===== src/rtl/knn_batch_ctrl_if.sv =====
// knn_batch_ctrl_if: host/config inputs, done strobes and memory/datapath controls of the KNN batch sequencer
// master: the sequencer (drives read enables, indices, pulses, status)
// slave : host plus test/sample/label memories and distance/k-best/vote blocks
interface knn_batch_ctrl_if #(
    parameter int NUM_FEATURES = 16,
    parameter int MAX_K        = 15,
    parameter int LANES        = 4,
    parameter int MAX_QUERIES  = 8,
    parameter int ADDR_WIDTH   = 12
);
    localparam int K_W  = $clog2(MAX_K + 1);
    localparam int NF_W = $clog2(NUM_FEATURES + 1);
    localparam int NQ_W = $clog2(MAX_QUERIES + 1);
    localparam int TA_W = $clog2(MAX_QUERIES * NUM_FEATURES);
    localparam int FI_W = $clog2(NUM_FEATURES);
    localparam int LR_W = $clog2(MAX_K);
    localparam int QI_W = $clog2(MAX_QUERIES);

    // host side
    logic                  start;
    logic                  abort;
    logic [K_W-1:0]        cfg_k;
    logic [ADDR_WIDTH-1:0] cfg_num_samples;
    logic [NF_W-1:0]       cfg_num_features;
    logic [NQ_W-1:0]       cfg_num_queries;
    logic                  cfg_metric;
    // datapath completion strobes
    logic                  dist_done;
    logic                  sort_done;
    logic                  vote_done;
    // memory and datapath controls
    logic                  test_ren;
    logic [TA_W-1:0]       test_raddr;
    logic                  sample_ren;
    logic [ADDR_WIDTH-1:0] sample_group;
    logic [FI_W-1:0]       feature_idx;
    logic [LANES-1:0]      lane_valid;
    logic                  dist_start;
    logic                  dist_metric;
    logic                  sort_clear;
    logic                  sort_start;
    logic                  label_ren;
    logic [LR_W-1:0]       label_raddr;
    logic                  vote_start;
    // status
    logic [QI_W-1:0]       query_idx;
    logic                  query_done;
    logic                  batch_done;
    logic                  busy;
    logic                  error;
    logic [1:0]            err_code;

    modport master (
        input  start, abort, cfg_k, cfg_num_samples, cfg_num_features, cfg_num_queries, cfg_metric,
               dist_done, sort_done, vote_done,
        output test_ren, test_raddr, sample_ren, sample_group, feature_idx, lane_valid,
               dist_start, dist_metric, sort_clear, sort_start, label_ren, label_raddr, vote_start,
               query_idx, query_done, batch_done, busy, error, err_code
    );

    modport slave (
        output start, abort, cfg_k, cfg_num_samples, cfg_num_features, cfg_num_queries, cfg_metric,
               dist_done, sort_done, vote_done,
        input  test_ren, test_raddr, sample_ren, sample_group, feature_idx, lane_valid,
               dist_start, dist_metric, sort_clear, sort_start, label_ren, label_raddr, vote_start,
               query_idx, query_done, batch_done, busy, error, err_code
    );
endinterface


===== src/rtl/knn_batch_ctrl.sv =====
// knn_batch_ctrl: sequences a batch of KNN queries (test load, lane-group distance rounds, sort, labels, vote).
// Latency: 1 CHECK cycle, then per query F + groups*(F + dist wait) + sort wait + K + vote wait + 1; DONE 1 cycle.
// Backpressure: none on outputs; waits on dist/sort/vote done strobes, each bounded by TIMEOUT cycles.
// Ports: clk, rst (sync, active high); bus = knn_batch_ctrl_if.master (config/start/abort in, controls/status out).
module knn_batch_ctrl #(
    parameter int NUM_SAMPLES  = 256,
    parameter int NUM_FEATURES = 16,
    parameter int MAX_K        = 15,
    parameter int LANES        = 4,
    parameter int MAX_QUERIES  = 8,
    parameter int ADDR_WIDTH   = 12,
    parameter int TIMEOUT      = 1023
) (
    input  logic             clk,
    input  logic             rst,
    knn_batch_ctrl_if.master bus
);
    localparam int K_W   = $clog2(MAX_K + 1);
    localparam int NF_W  = $clog2(NUM_FEATURES + 1);
    localparam int NQ_W  = $clog2(MAX_QUERIES + 1);
    localparam int TA_W  = $clog2(MAX_QUERIES * NUM_FEATURES);
    localparam int FI_W  = $clog2(NUM_FEATURES);
    localparam int LR_W  = $clog2(MAX_K);
    localparam int QI_W  = $clog2(MAX_QUERIES);
    // one counter serves feature and label sequencing, so it must hold both F and K
    localparam int CNT_W = (NF_W > K_W) ? NF_W : K_W;
    localparam int TMO_W = $clog2(TIMEOUT + 1);

    typedef enum logic [3:0] {
        S_IDLE, S_CHECK, S_LOAD_TEST, S_FETCH, S_DIST, S_SORT,
        S_LABELS, S_VOTE, S_NEXT_Q, S_DONE, S_ERR
    } state_t;

    state_t                r_state;
    state_t                w_state_nxt;
    logic [K_W-1:0]        r_k;
    logic [ADDR_WIDTH-1:0] r_ns;
    logic [NF_W-1:0]       r_nf;
    logic [NQ_W-1:0]       r_nq;
    logic                  r_metric;
    logic [CNT_W-1:0]      r_cnt;
    logic [TMO_W-1:0]      r_tmo;
    logic [ADDR_WIDTH-1:0] r_group;
    logic [QI_W-1:0]       r_query;
    logic                  r_error;
    logic [1:0]            r_err_code;

    logic                  w_bad_cfg;
    logic                  w_cnt_last_f;
    logic                  w_cnt_last_k;
    logic                  w_group_last;
    logic                  w_query_last;
    logic                  w_tmo_term;
    logic [31:0]           w_ngroups;
    logic [31:0]           w_base;
    logic [LANES-1:0]      w_lane_valid;

    always_comb begin
        w_bad_cfg = (r_k == '0) || (32'(r_k) > 32'(MAX_K)) || (32'(r_k) > 32'(r_ns)) ||
                    (r_ns == '0) || (32'(r_ns) > 32'(NUM_SAMPLES)) ||
                    (r_nf == '0) || (32'(r_nf) > 32'(NUM_FEATURES)) ||
                    (r_nq == '0) || (32'(r_nq) > 32'(MAX_QUERIES));
        w_cnt_last_f = (32'(r_cnt) == 32'(r_nf) - 32'd1);
        w_cnt_last_k = (32'(r_cnt) == 32'(r_k) - 32'd1);
        w_ngroups    = (32'(r_ns) + 32'(LANES) - 32'd1) / 32'(LANES);
        w_group_last = (32'(r_group) == w_ngroups - 32'd1);
        w_query_last = (32'(r_query) == 32'(r_nq) - 32'd1);
        // r_tmo counts wait cycles already spent, so the wait state lasts at most TIMEOUT cycles
        w_tmo_term   = (32'(r_tmo) == 32'(TIMEOUT) - 32'd1);
        w_base       = 32'(r_group) * 32'(LANES);
        w_lane_valid = '0;
        for (int i = 0; i < LANES; i++) begin
            w_lane_valid[i] = (w_base + 32'(i)) < 32'(r_ns);
        end
    end

    // state register
    always_ff @(posedge clk) begin
        if (rst) begin
            r_state <= S_IDLE;
        end else begin
            r_state <= w_state_nxt;
        end
    end

    // next state; abort outranks every done strobe and the timeout, and a done outranks the timeout
    always_comb begin
        w_state_nxt = r_state;
        if (bus.abort && (r_state != S_IDLE)) begin
            w_state_nxt = S_IDLE;
        end else begin
            case (r_state)
                S_IDLE, S_ERR: if (bus.start) w_state_nxt = S_CHECK;
                S_CHECK:       w_state_nxt = w_bad_cfg ? S_ERR : S_LOAD_TEST;
                S_LOAD_TEST:   if (w_cnt_last_f) w_state_nxt = S_FETCH;
                S_FETCH:       if (w_cnt_last_f) w_state_nxt = S_DIST;
                S_DIST: begin
                    if (bus.dist_done)   w_state_nxt = w_group_last ? S_SORT : S_FETCH;
                    else if (w_tmo_term) w_state_nxt = S_ERR;
                end
                S_SORT: begin
                    if (bus.sort_done)   w_state_nxt = S_LABELS;
                    else if (w_tmo_term) w_state_nxt = S_ERR;
                end
                S_LABELS:      if (w_cnt_last_k) w_state_nxt = S_VOTE;
                S_VOTE: begin
                    if (bus.vote_done)   w_state_nxt = S_NEXT_Q;
                    else if (w_tmo_term) w_state_nxt = S_ERR;
                end
                S_NEXT_Q:      w_state_nxt = w_query_last ? S_DONE : S_LOAD_TEST;
                S_DONE:        w_state_nxt = S_IDLE;
                default:       w_state_nxt = S_IDLE;
            endcase
        end
    end

    // counters, latched configuration and sticky error
    always_ff @(posedge clk) begin
        if (rst) begin
            r_k        <= '0;
            r_ns       <= '0;
            r_nf       <= '0;
            r_nq       <= '0;
            r_metric   <= 1'b0;
            r_cnt      <= '0;
            r_tmo      <= '0;
            r_group    <= '0;
            r_query    <= '0;
            r_error    <= 1'b0;
            r_err_code <= 2'b00;
        end else begin
            // every state change restarts both the sequencing and the timeout counters
            if (w_state_nxt != r_state) begin
                r_cnt <= '0;
                r_tmo <= '0;
            end else begin
                if (r_state == S_LOAD_TEST || r_state == S_FETCH || r_state == S_LABELS)
                    r_cnt <= r_cnt + CNT_W'(1);
                if (r_state == S_DIST || r_state == S_SORT || r_state == S_VOTE)
                    r_tmo <= r_tmo + TMO_W'(1);
            end
            // CHECK is only reachable by an accepted start
            if (w_state_nxt == S_CHECK) begin
                r_k        <= bus.cfg_k;
                r_ns       <= bus.cfg_num_samples;
                r_nf       <= bus.cfg_num_features;
                r_nq       <= bus.cfg_num_queries;
                r_metric   <= bus.cfg_metric;
                r_error    <= 1'b0;
                r_err_code <= 2'b00;
                r_query    <= '0;
                r_group    <= '0;
            end
            if (w_state_nxt == S_ERR && r_state != S_ERR) begin
                r_error    <= 1'b1;
                r_err_code <= (r_state == S_CHECK) ? 2'b01 : 2'b10;
            end
            if (r_state == S_LOAD_TEST && w_state_nxt == S_FETCH) r_group <= '0;
            if (r_state == S_DIST && w_state_nxt == S_FETCH)      r_group <= r_group + ADDR_WIDTH'(1);
            if (r_state == S_NEXT_Q && w_state_nxt == S_LOAD_TEST) r_query <= r_query + QI_W'(1);
        end
    end

    // outputs; entry pulses key off the freshly zeroed counters
    always_comb begin
        bus.test_ren     = (r_state == S_LOAD_TEST);
        bus.test_raddr   = (r_state == S_LOAD_TEST) ?
                           TA_W'(32'(r_query) * 32'(NUM_FEATURES) + 32'(r_cnt)) : '0;
        bus.sample_ren   = (r_state == S_FETCH);
        bus.sample_group = r_group;
        bus.feature_idx  = (r_state == S_FETCH) ? FI_W'(r_cnt) : '0;
        bus.lane_valid   = (r_state == S_FETCH || r_state == S_DIST) ? w_lane_valid : '0;
        bus.dist_start   = (r_state == S_DIST) && (r_tmo == '0);
        bus.dist_metric  = r_metric;
        bus.sort_clear   = (r_state == S_LOAD_TEST) && (r_cnt == '0);
        bus.sort_start   = (r_state == S_SORT) && (r_tmo == '0);
        bus.label_ren    = (r_state == S_LABELS);
        bus.label_raddr  = (r_state == S_LABELS) ? LR_W'(r_cnt) : '0;
        bus.vote_start   = (r_state == S_VOTE) && (r_tmo == '0);
        bus.query_idx    = r_query;
        bus.query_done   = (r_state == S_NEXT_Q);
        bus.batch_done   = (r_state == S_DONE);
        bus.busy         = !(r_state == S_IDLE || r_state == S_DONE || r_state == S_ERR);
        bus.error        = r_error;
        bus.err_code     = r_err_code;
    end
endmodule


===== src/flat_wrapper.sv =====
// flat-port wrapper written by rule: the top's interface ports become plain ports
module knn_batch_ctrl_flat 
#(
    parameter int NUM_SAMPLES  = 256,
    parameter int NUM_FEATURES = 16,
    parameter int MAX_K        = 15,
    parameter int LANES        = 4,
    parameter int MAX_QUERIES  = 8,
    parameter int ADDR_WIDTH   = 12,
    parameter int TIMEOUT      = 1023
)
  (clk, rst, bus_start, bus_abort, bus_cfg_k, bus_cfg_num_samples, bus_cfg_num_features, bus_cfg_num_queries, bus_cfg_metric, bus_dist_done, bus_sort_done, bus_vote_done, bus_test_ren, bus_test_raddr, bus_sample_ren, bus_sample_group, bus_feature_idx, bus_lane_valid, bus_dist_start, bus_dist_metric, bus_sort_clear, bus_sort_start, bus_label_ren, bus_label_raddr, bus_vote_start, bus_query_idx, bus_query_done, bus_batch_done, bus_busy, bus_error, bus_err_code);
  knn_batch_ctrl_if #(.NUM_FEATURES(NUM_FEATURES), .MAX_K(MAX_K), .LANES(LANES), .MAX_QUERIES(MAX_QUERIES), .ADDR_WIDTH(ADDR_WIDTH)) bus_i ();
  input  logic clk;
  input  logic rst;
  input wire logic [$bits(bus_i.start)-1:0] bus_start;
  input wire logic [$bits(bus_i.abort)-1:0] bus_abort;
  input wire logic [$bits(bus_i.cfg_k)-1:0] bus_cfg_k;
  input wire logic [$bits(bus_i.cfg_num_samples)-1:0] bus_cfg_num_samples;
  input wire logic [$bits(bus_i.cfg_num_features)-1:0] bus_cfg_num_features;
  input wire logic [$bits(bus_i.cfg_num_queries)-1:0] bus_cfg_num_queries;
  input wire logic [$bits(bus_i.cfg_metric)-1:0] bus_cfg_metric;
  input wire logic [$bits(bus_i.dist_done)-1:0] bus_dist_done;
  input wire logic [$bits(bus_i.sort_done)-1:0] bus_sort_done;
  input wire logic [$bits(bus_i.vote_done)-1:0] bus_vote_done;
  output wire logic [$bits(bus_i.test_ren)-1:0] bus_test_ren;
  output wire logic [$bits(bus_i.test_raddr)-1:0] bus_test_raddr;
  output wire logic [$bits(bus_i.sample_ren)-1:0] bus_sample_ren;
  output wire logic [$bits(bus_i.sample_group)-1:0] bus_sample_group;
  output wire logic [$bits(bus_i.feature_idx)-1:0] bus_feature_idx;
  output wire logic [$bits(bus_i.lane_valid)-1:0] bus_lane_valid;
  output wire logic [$bits(bus_i.dist_start)-1:0] bus_dist_start;
  output wire logic [$bits(bus_i.dist_metric)-1:0] bus_dist_metric;
  output wire logic [$bits(bus_i.sort_clear)-1:0] bus_sort_clear;
  output wire logic [$bits(bus_i.sort_start)-1:0] bus_sort_start;
  output wire logic [$bits(bus_i.label_ren)-1:0] bus_label_ren;
  output wire logic [$bits(bus_i.label_raddr)-1:0] bus_label_raddr;
  output wire logic [$bits(bus_i.vote_start)-1:0] bus_vote_start;
  output wire logic [$bits(bus_i.query_idx)-1:0] bus_query_idx;
  output wire logic [$bits(bus_i.query_done)-1:0] bus_query_done;
  output wire logic [$bits(bus_i.batch_done)-1:0] bus_batch_done;
  output wire logic [$bits(bus_i.busy)-1:0] bus_busy;
  output wire logic [$bits(bus_i.error)-1:0] bus_error;
  output wire logic [$bits(bus_i.err_code)-1:0] bus_err_code;
  assign bus_i.start = bus_start;
  assign bus_i.abort = bus_abort;
  assign bus_i.cfg_k = bus_cfg_k;
  assign bus_i.cfg_num_samples = bus_cfg_num_samples;
  assign bus_i.cfg_num_features = bus_cfg_num_features;
  assign bus_i.cfg_num_queries = bus_cfg_num_queries;
  assign bus_i.cfg_metric = bus_cfg_metric;
  assign bus_i.dist_done = bus_dist_done;
  assign bus_i.sort_done = bus_sort_done;
  assign bus_i.vote_done = bus_vote_done;
  assign bus_test_ren = bus_i.test_ren;
  assign bus_test_raddr = bus_i.test_raddr;
  assign bus_sample_ren = bus_i.sample_ren;
  assign bus_sample_group = bus_i.sample_group;
  assign bus_feature_idx = bus_i.feature_idx;
  assign bus_lane_valid = bus_i.lane_valid;
  assign bus_dist_start = bus_i.dist_start;
  assign bus_dist_metric = bus_i.dist_metric;
  assign bus_sort_clear = bus_i.sort_clear;
  assign bus_sort_start = bus_i.sort_start;
  assign bus_label_ren = bus_i.label_ren;
  assign bus_label_raddr = bus_i.label_raddr;
  assign bus_vote_start = bus_i.vote_start;
  assign bus_query_idx = bus_i.query_idx;
  assign bus_query_done = bus_i.query_done;
  assign bus_batch_done = bus_i.batch_done;
  assign bus_busy = bus_i.busy;
  assign bus_error = bus_i.error;
  assign bus_err_code = bus_i.err_code;
  knn_batch_ctrl #(.NUM_SAMPLES(NUM_SAMPLES), .NUM_FEATURES(NUM_FEATURES), .MAX_K(MAX_K), .LANES(LANES), .MAX_QUERIES(MAX_QUERIES), .ADDR_WIDTH(ADDR_WIDTH), .TIMEOUT(TIMEOUT)) u_core (.clk(clk), .rst(rst), .bus(bus_i));
endmodule

===== config.mk =====
export PLATFORM = sky130hd
export DESIGN_NAME = knn_batch_ctrl_flat
export DESIGN_NICKNAME = d
export VERILOG_FILES = /design/src/rtl/knn_batch_ctrl_if.sv /design/src/rtl/knn_batch_ctrl.sv /design/src/flat_wrapper.sv
export SDC_FILE = /design/constraint.sdc
export NUM_CORES = 1
export LEC_CHECK = 0
export ABC_CLOCK_PERIOD_IN_PS = 12200
export CAP_MARGIN = 0
export CORE_UTILIZATION = 50
export CTS_CLUSTER_SIZE = 30
export DETAILED_ROUTE_END_ITERATION = 10
export GPL_TIMING_DRIVEN = 0
export HOLD_SLACK_MARGIN = 0.02
export PLACE_DENSITY = 0.74
export SYNTH_ARGS = -nofsm -noshare
export SYNTH_HDL_FRONTEND = slang
export SYNTH_SLANG_ARGS = --single-unit
export TNS_END_PERCENT = 1

===== constraint.sdc =====
create_clock -name clk -period 12.2 [get_ports clk]
set_input_delay 3.66 -clock clk [delete_from_list [all_inputs] [get_ports clk]]
set_output_delay 3.66 -clock clk [all_outputs]
set_load 0.03 [all_outputs]

==> results of run 1 <==
cell type report:
class | count | area, µm²
tap | 140 | 175
buffer | 37 | 219
timing repair buffer | 79 | 791
inverter | 46 | 173
multi-input combinational | 539 | 3940
clock buffer | 11 | 141
sequential | 63 | 1260
fill | 957 | 4080
clock inverter | 3 | 68.8
metal layers:
| metal | up-vias | share of wire [%] | GRT usage (%) |
|---|---|---|---|
| li1 | 2602 | - | - |
| met1 | 2450 | 44 | 33.3 |
| met2 | 196 | 46 | 44.0 |
| met3 | 35 | 6.8 | 6.30 |
| met4 | 0 | 3.1 | 10.9 |
| met5 | - | 0 | 0 |
per-stage QoR:
step | cell area [µm²] | instances
floorplan | 5590 | 685
global placement | 6550 | 904
detailed placement | 6550 | 904
CTS | 6760 | 918
global route | 6760 | 918
finish | 6760 | 918
state kept, by name, indices dropped and copies added (netlist names):
name                     flops
u_core.bus.dist_metric       1
u_core.bus.query_idx         3
u_core.r_nf                  5
u_core.r_tmo                10
u_core.bus.error             1
u_core.r_k                   4
u_core.r_cnt                 5
u_core.r_state               4
u_core.r_nq                  4
u_core.bus.err_code          2
u_core.bus.sample_group     12
u_core.r_ns                 12
power groups by stage:
| stage | Clock, mW | Combinational [mW] | Sequential, mW |
|---|---|---|---|
| after floorplan | 0 | 0.702 | 0.284 |
| after global placement | 0 | 0.871 | 0.291 |
| after detailed placement | 0 | 0.892 | 0.292 |
| after CTS | 0.207 | 0.897 | 0.287 |
| after global routing | 0.216 | 0.979 | 0.293 |
| final | 0.204 | 0.901 | 0.288 |
layout by cell type, fill, tap and decap left out, drive strengths merged, types with 6 or more instances in the layout:
cell type and count:
inv 44, o21ai 28, and2 13, and3 6, nand4b 6, nand4 13
clkbuf 33, xnor2 48, nand3 21, nor3b 6, nand2b 60, dfxtp 63
nor4 25, nor2 43, nand2 41, nor3 27, o22ai 7, buf 15
mux2i 30, ha 33, clkdlybuf4s50 79, xor2 20, or3 10, a21oi 17
worst paths after layout:
check / slack [ns] / endpoint / depth (start not counted)
max: 5.24 / bus_lane_valid[2] / 8
min: 0.49 / u_core.bus.dist_metric / 2
max reg2reg: 7.18 / u_core.r_nq[1] / 17
min reg2reg: 0.49 / u_core.bus.dist_metric / 2
kinds of logic (layout without fill, tap and decap cells):
group / Yosys count / count (layout) / synth area share, %
fa+ha+maj: 33 / 33 / 7.39
flops: 63 / 63 / 22.6
buf+inv: 83 / 176 / 7.01
mux: 31 / 31 / 5.58
simple gates: 300 / 300 / 31.5
xor+xnor: 73 / 73 / 12.9
compound gates: 102 / 102 / 13.0
critical path: stages, from the launching register on:
cell             delay (ns)
dfxtp_1                0.31
clkbuf_1               0.19
clkinv_1               0.22
nand2_1                0.28
nor2_1                 0.58
o221ai_1               0.28
a21oi_1                0.21
a21boi_0               0.20
clkdlybuf4s50_1        0.69
==> flow_summary.json, run 1 <==
{
  "outcome": "finished, final reports clean",
  "cts_sinks": 63,
  "hold_class": "register to register",
  "drt-initial-drc-count": 350,
  "vdd_drop_max_mv": 0.108,
  "first_pass_iters": 6,
  "ys_top_cells_by_count": "dfxtp_1 (63), nand2b_1 (60), xnor2_1 (46)",
  "gp_congestion": 0.920,
  "path_class": "register to output port",
  "r2r_start": "u_core.r_ns[3]",
  "cts_made_buffers": 9,
  "final_nets": 841,
  "p_int_uw": 755,
  "finalCritPeriodShare_pct": 57.1,
  "required_ns": 8.54,
  "area_growth_pct": 21.0,
  "async_reset_ff_share_pct": 0,
  "vias_per_cell": 5.75,
  "cts_resized": 0,
  "yosysWarnings": 0,
  "synth.most_common_cell": "dfxtp_1",
  "swShare_pct": 45.8,
  "dpl.hpwl_mm": 11.8,
  "drc": 0,
  "cts.path.max_buffers": 2,
  "syn_avg_cell_area_um2": 8.16,
  "max_freq_mhz": 144,
  "antenna_found_initial": 0,
  "ys_top_cells_by_area": "dfxtp_1 (23%), ha_1 (7.4%), xnor2_1 (7.2%)",
  "synthFlopType": "dfxtp_1",
  "postCtsSetupRepairBufs": 0,
  "grt_pass1_vias": 5026,
  "final_layout_size_suffix_gt1_share_pct": 6.56,
  "arrival_ns": 3.30,
  "worstMarginPinSlew_ns": 1.11,
  "ioPinCount": 81,
  "clk-insertion-delay-late_ns": 0.34,
  "rows": 38,
  "synth.distinct_cells": 70,
  "coreArea_um2": 10800,
  "hold_buffers": 0,
  "synth_top_area_share_pct": 22.6,
  "maxCapViolCount": 0,
  "ctsRootBufferMaster": "clkbuf_8",
  "worst_slack_ns": 5.24,
  "start_kind": "register",
  "slew_violations": 0,
  "power.total_mw": 1.39,
  "end_kind": "output port",
  "hold_slack_ns": 0.488,
  "cp_max_fo": 9,
  "utilization_pct": 62.4,
  "slew_headroom_pct": 24.9,
  "ys_ff_latch": 63,
  "die_w_um": 108,
  "grt_usage_pct": 26.7,
  "leakage_nw": 2.42,
  "finalHoldViolCount": 0,
  "vias": 5283,
  "finalWirelength_mm": 15.2,
  "grt-ovfl-total": 0,
  "syn-instance-count": 685,
  "p_seq_share_pct": 20.7,
  "synth-seq-area-share_pct": 22.6,
  "path_clk_slew_ns": 0.07,
  "crit_path_start": "u_core.r_state[3]",
  "grt_pass1_wl_mm": 24.3,
  "power.density_nw_per_um2": 206,
  "grt_max_degree": 11,
  "synthesis.area_um2": 5590,
  "wire_per_inst_um": 16.6,
  "pwr-share-comb_pct": 64.7,
  "initial_utilization_pct": 51.5,
  "die-area_um2": 11600,
  "clock_power_share_pct": 14.6,
  "final.setup.tns_ns": 0,
  "die_y_um": 108,
  "skew_ns": 0.00394,
  "htree_levels": 3,
  "ant_nets": 0,
  "portBuffers": 79,
  "rsz0062_at_grt": "false",
  "period_minus_slack_ns": 6.96,
  "insertedDiodeCount": 0,
  "dp_slack_ns": 5.56,
  "synth_nets": 751,
  "synth_area_leader_cell": "dfxtp_1",
  "power_switching_uw": 638,
  "hp-start": "u_core.bus.dist_metric",
  "synth_edf_count": 0,
  "cts_tree": "done",
  "finalSetupViolations": 0
}
Note: power is estimated with default switching activity, not from simulation.
==> run 2: changes to the inputs <==
--- a/config.mk
+++ b/config.mk
@@ -5,7 +5,7 @@
 export SDC_FILE = /design/constraint.sdc
 export NUM_CORES = 1
 export LEC_CHECK = 0
-export ABC_CLOCK_PERIOD_IN_PS = 12200
+export ABC_CLOCK_PERIOD_IN_PS = 6900
 export CAP_MARGIN = 0
 export CORE_UTILIZATION = 50
 export CTS_CLUSTER_SIZE = 30
==> constraint.sdc (replaced) <==
create_clock -name clk -period 6.9 [get_ports clk]
set_input_delay 2.07 -clock clk [delete_from_list [all_inputs] [get_ports clk]]
set_output_delay 2.07 -clock clk [all_outputs]
set_load 0.03 [all_outputs]
==> results of run 2 <==
Same layout as run 1 (identical final DEF). Status: finished, final reports clean.
Among the figures that moved: setup slack after placement 5.56 ns -> 1.85 ns; setup slack after layout 5.24 ns -> 1.53 ns; register-to-register setup slack 7.18 ns -> 1.88 ns; total power 1.39 mW -> 2.46 mW; worst IR drop on VDD 0.108 mV -> 0.190 mV
==> run 3: changes to the inputs <==
--- a/config.mk
+++ b/config.mk
@@ -5,7 +5,7 @@
 export SDC_FILE = /design/constraint.sdc
 export NUM_CORES = 1
 export LEC_CHECK = 0
-export ABC_CLOCK_PERIOD_IN_PS = 6900
+export ABC_CLOCK_PERIOD_IN_PS = 5000
 export CAP_MARGIN = 0
 export CORE_UTILIZATION = 50
 export CTS_CLUSTER_SIZE = 30
==> constraint.sdc (replaced) <==
create_clock -name clk -period 5 [get_ports clk]
set_input_delay 1.5 -clock clk [delete_from_list [all_inputs] [get_ports clk]]
set_output_delay 1.5 -clock clk [all_outputs]
set_load 0.03 [all_outputs]
==> run 3 against run 2 <==
  * Global-route usage unchanged
  * First-iteration DRC count up 16%
  * Power up 38%
  * Wire length about the same
  * Combinational power up 38%
  * Sequential power up 38%
  * Via count up 1.0%
  * Hold slack about the same
  * Critical endpoint is now u_core.r_nq[1]
  * Largest cell class unchanged
  * Largest power group unchanged
==> flow_summary.json, run 3 (same netlist as run 1, synthesis figures left out) <==
{
  "power.density_nw_per_um2": 501,
  "htree_levels": 3,
  "layout_commonest_cell": "clkdlybuf4s50_1",
  "rsz0062_at_grt": "false",
  "hold_class": "register to register",
  "finalWirelength_mm": 15.2,
  "grt-ovfl-total": 0,
  "cp_max_fo": 10,
  "cts_tree": "done",
  "antenna_found_initial": 0,
  "finalSetupViolations": 0,
  "utilization_pct": 62.8,
  "slew_headroom_pct": 23.6,
  "die_y_um": 108,
  "die-area_um2": 11600,
  "mostFrequentLayoutCells": "clkdlybuf4s50_1 (79), dfxtp_1 (62), nand2b_1 (60), xnor2_1 (46), inv_1 (44)",
  "end_kind": "register",
  "period_minus_slack_ns": 4.80,
  "r2r-end": "u_core.r_nq[1]",
  "area_growth_pct": 21.8,
  "skew_ns": 0.00397,
  "vias_per_cell": 5.80,
  "r2r_start": "u_core.r_ns[3]",
  "initial_utilization_pct": 51.5,
  "final_layout_size_suffix_gt1_share_pct": 7.43,
  "vdd_drop_max_mv": 0.262,
  "finalHoldViolCount": 0,
  "outcome": "finished, final reports clean",
  "path_clk_slew_ns": 0.07,
  "insertedDiodeCount": 0,
  "finalCritPeriodShare_pct": 96.1,
  "grt_pass1_vias": 5026,
  "hp-start": "u_core.bus.dist_metric",
  "gp_congestion": 0.920,
  "dpl.hpwl_mm": 11.8,
  "die_w_um": 108,
  "coreArea_um2": 10800,
  "ioPinCount": 81,
  "portBuffers": 79,
  "clk-insertion-delay-late_ns": 0.34,
  "max_freq_mhz": 208,
  "worstMarginPinSlew_ns": 1.13,
  "grt_pass1_wl_mm": 24.3,
  "leakage_nw": 2.44,
  "maxCapViolCount": 0,
  "cts_made_buffers": 9,
  "final_nets": 844,
  "nFillCells": 951,
  "start_kind": "register",
  "rows": 38,
  "grt_max_degree": 11,
  "final.setup.tns_ns": 0,
  "ant_nets": 0,
  "first_pass_iters": 5,
  "required_ns": 5.27,
  "drc": 0,
  "ff2ff_path_depth": 17,
  "r2r_setup_slack_ns": 0.20,
  "drt-initial-drc-count": 406,
  "slew_violations": 0,
  "vias": 5338,
  "cts_sinks": 63,
  "wire_per_inst_um": 16.5,
  "arrival_ns": 5.07,
  "path_class": "register to register",
  "cts.path.max_buffers": 2,
  "ctsRootBufferMaster": "clkbuf_8",
  "hold_end": "u_core.bus.dist_metric",
  "hold_depth": 2,
  "grt_usage_pct": 26.7
}
run 3: cell types whose count changed in the layout (fill, tap and decap cells not counted), sizes merged:
cell,delta
clkbuf,+2
buf,+1
run 3: worst max path at each step:
stage / startpoint / to / slack [ns] / cells after the start
final: u_core.r_ns[3] / u_core.r_nq[1] / 0.20 / 17
after global routing: u_core.r_ns[2] / u_core.r_ns[6] / 0.002 / 17
after CTS: u_core.r_ns[3] / u_core.r_k[0] / 0.008 / 17
after detailed placement: u_core.r_ns[3] / u_core.r_nq[1] / 0.04 / 17
after global placement: u_core.r_ns[3] / u_core.r_nq[1] / 0.11 / 17
after floorplan: u_core.r_state[2] / bus_lane_valid[2] / 0.54 / 7
run 3: metal layers:
metal / GRT usage [%] / vias to the layer above / wire length, µm
met5: 0 / - / 0
met4: 10.9 / 0 / 438
met3: 6.30 / 32 / 902
met2: 44.0 / 188 / 7120
met1: 33.3 / 2498 / 6780
li1: - / 2620 / -
run 3: layout make-up:
cell class              count  area, µm²  area share (%)
multi-input cells         539       3950            58.0
flip-flops and latches     63       1260            18.5
repair buffers             82        813            11.9
plain buffers              37        224            3.29
well taps                 140        175            2.57
inverters                  46        173            2.54
clock buffers              11        141            2.08
clock inverters             3       68.8            1.01
run 3: per-stage QoR:
stage | instances | hold WS (ns) | cell area [µm²] | power (mW) | worst slack [ns]
detailed placement | 904 | 0.472 | 6550 | 2.89 | 0.0381
floorplan | 685 | 0.458 | 5590 | 2.41 | 0.536
global route | 921 | 0.517 | 6810 | 3.64 | 0.00200
global placement | 904 | 0.467 | 6550 | 2.83 | 0.107
finish | 921 | 0.488 | 6810 | 3.41 | 0.197
CTS | 918 | 0.487 | 6760 | 3.40 | 0.00833
run 3: worst max-delay path, cell delays in order (launching register included):
cell and delay, ns:
dfxtp_2 0.38, ha_1 0.20, clkbuf_4 0.19, xor2_1 0.15, or4_4 0.43, a211oi_4 0.33
and3_1 0.20, ha_1 0.28, xor2_2 0.18, inv_1 0.06, or4_1 0.50, a311o_1 0.41
a211oi_4 0.40, a2bb2oi_4 0.25, and4_1 0.24, buf_6 0.16, buf_8 0.15, mux2i_1 0.20
run 3: what timing repair did:
item	in CTS	in global routing
resized for setup	0	6
hold buffers	0	0
setup buffers	0	3
endpoints found under the hold margin	0	0
setup endpoints to repair	0	55
run 3: power by group:
part	leakage [nW]	total (mW)	switching (mW)	internal, mW
registers	0.511	0.706	0.111	0.595
logic	1.83	2.20	1.24	0.962
clock network	0.105	0.498	0.208	0.290
total	2.44	3.41	1.56	1.85
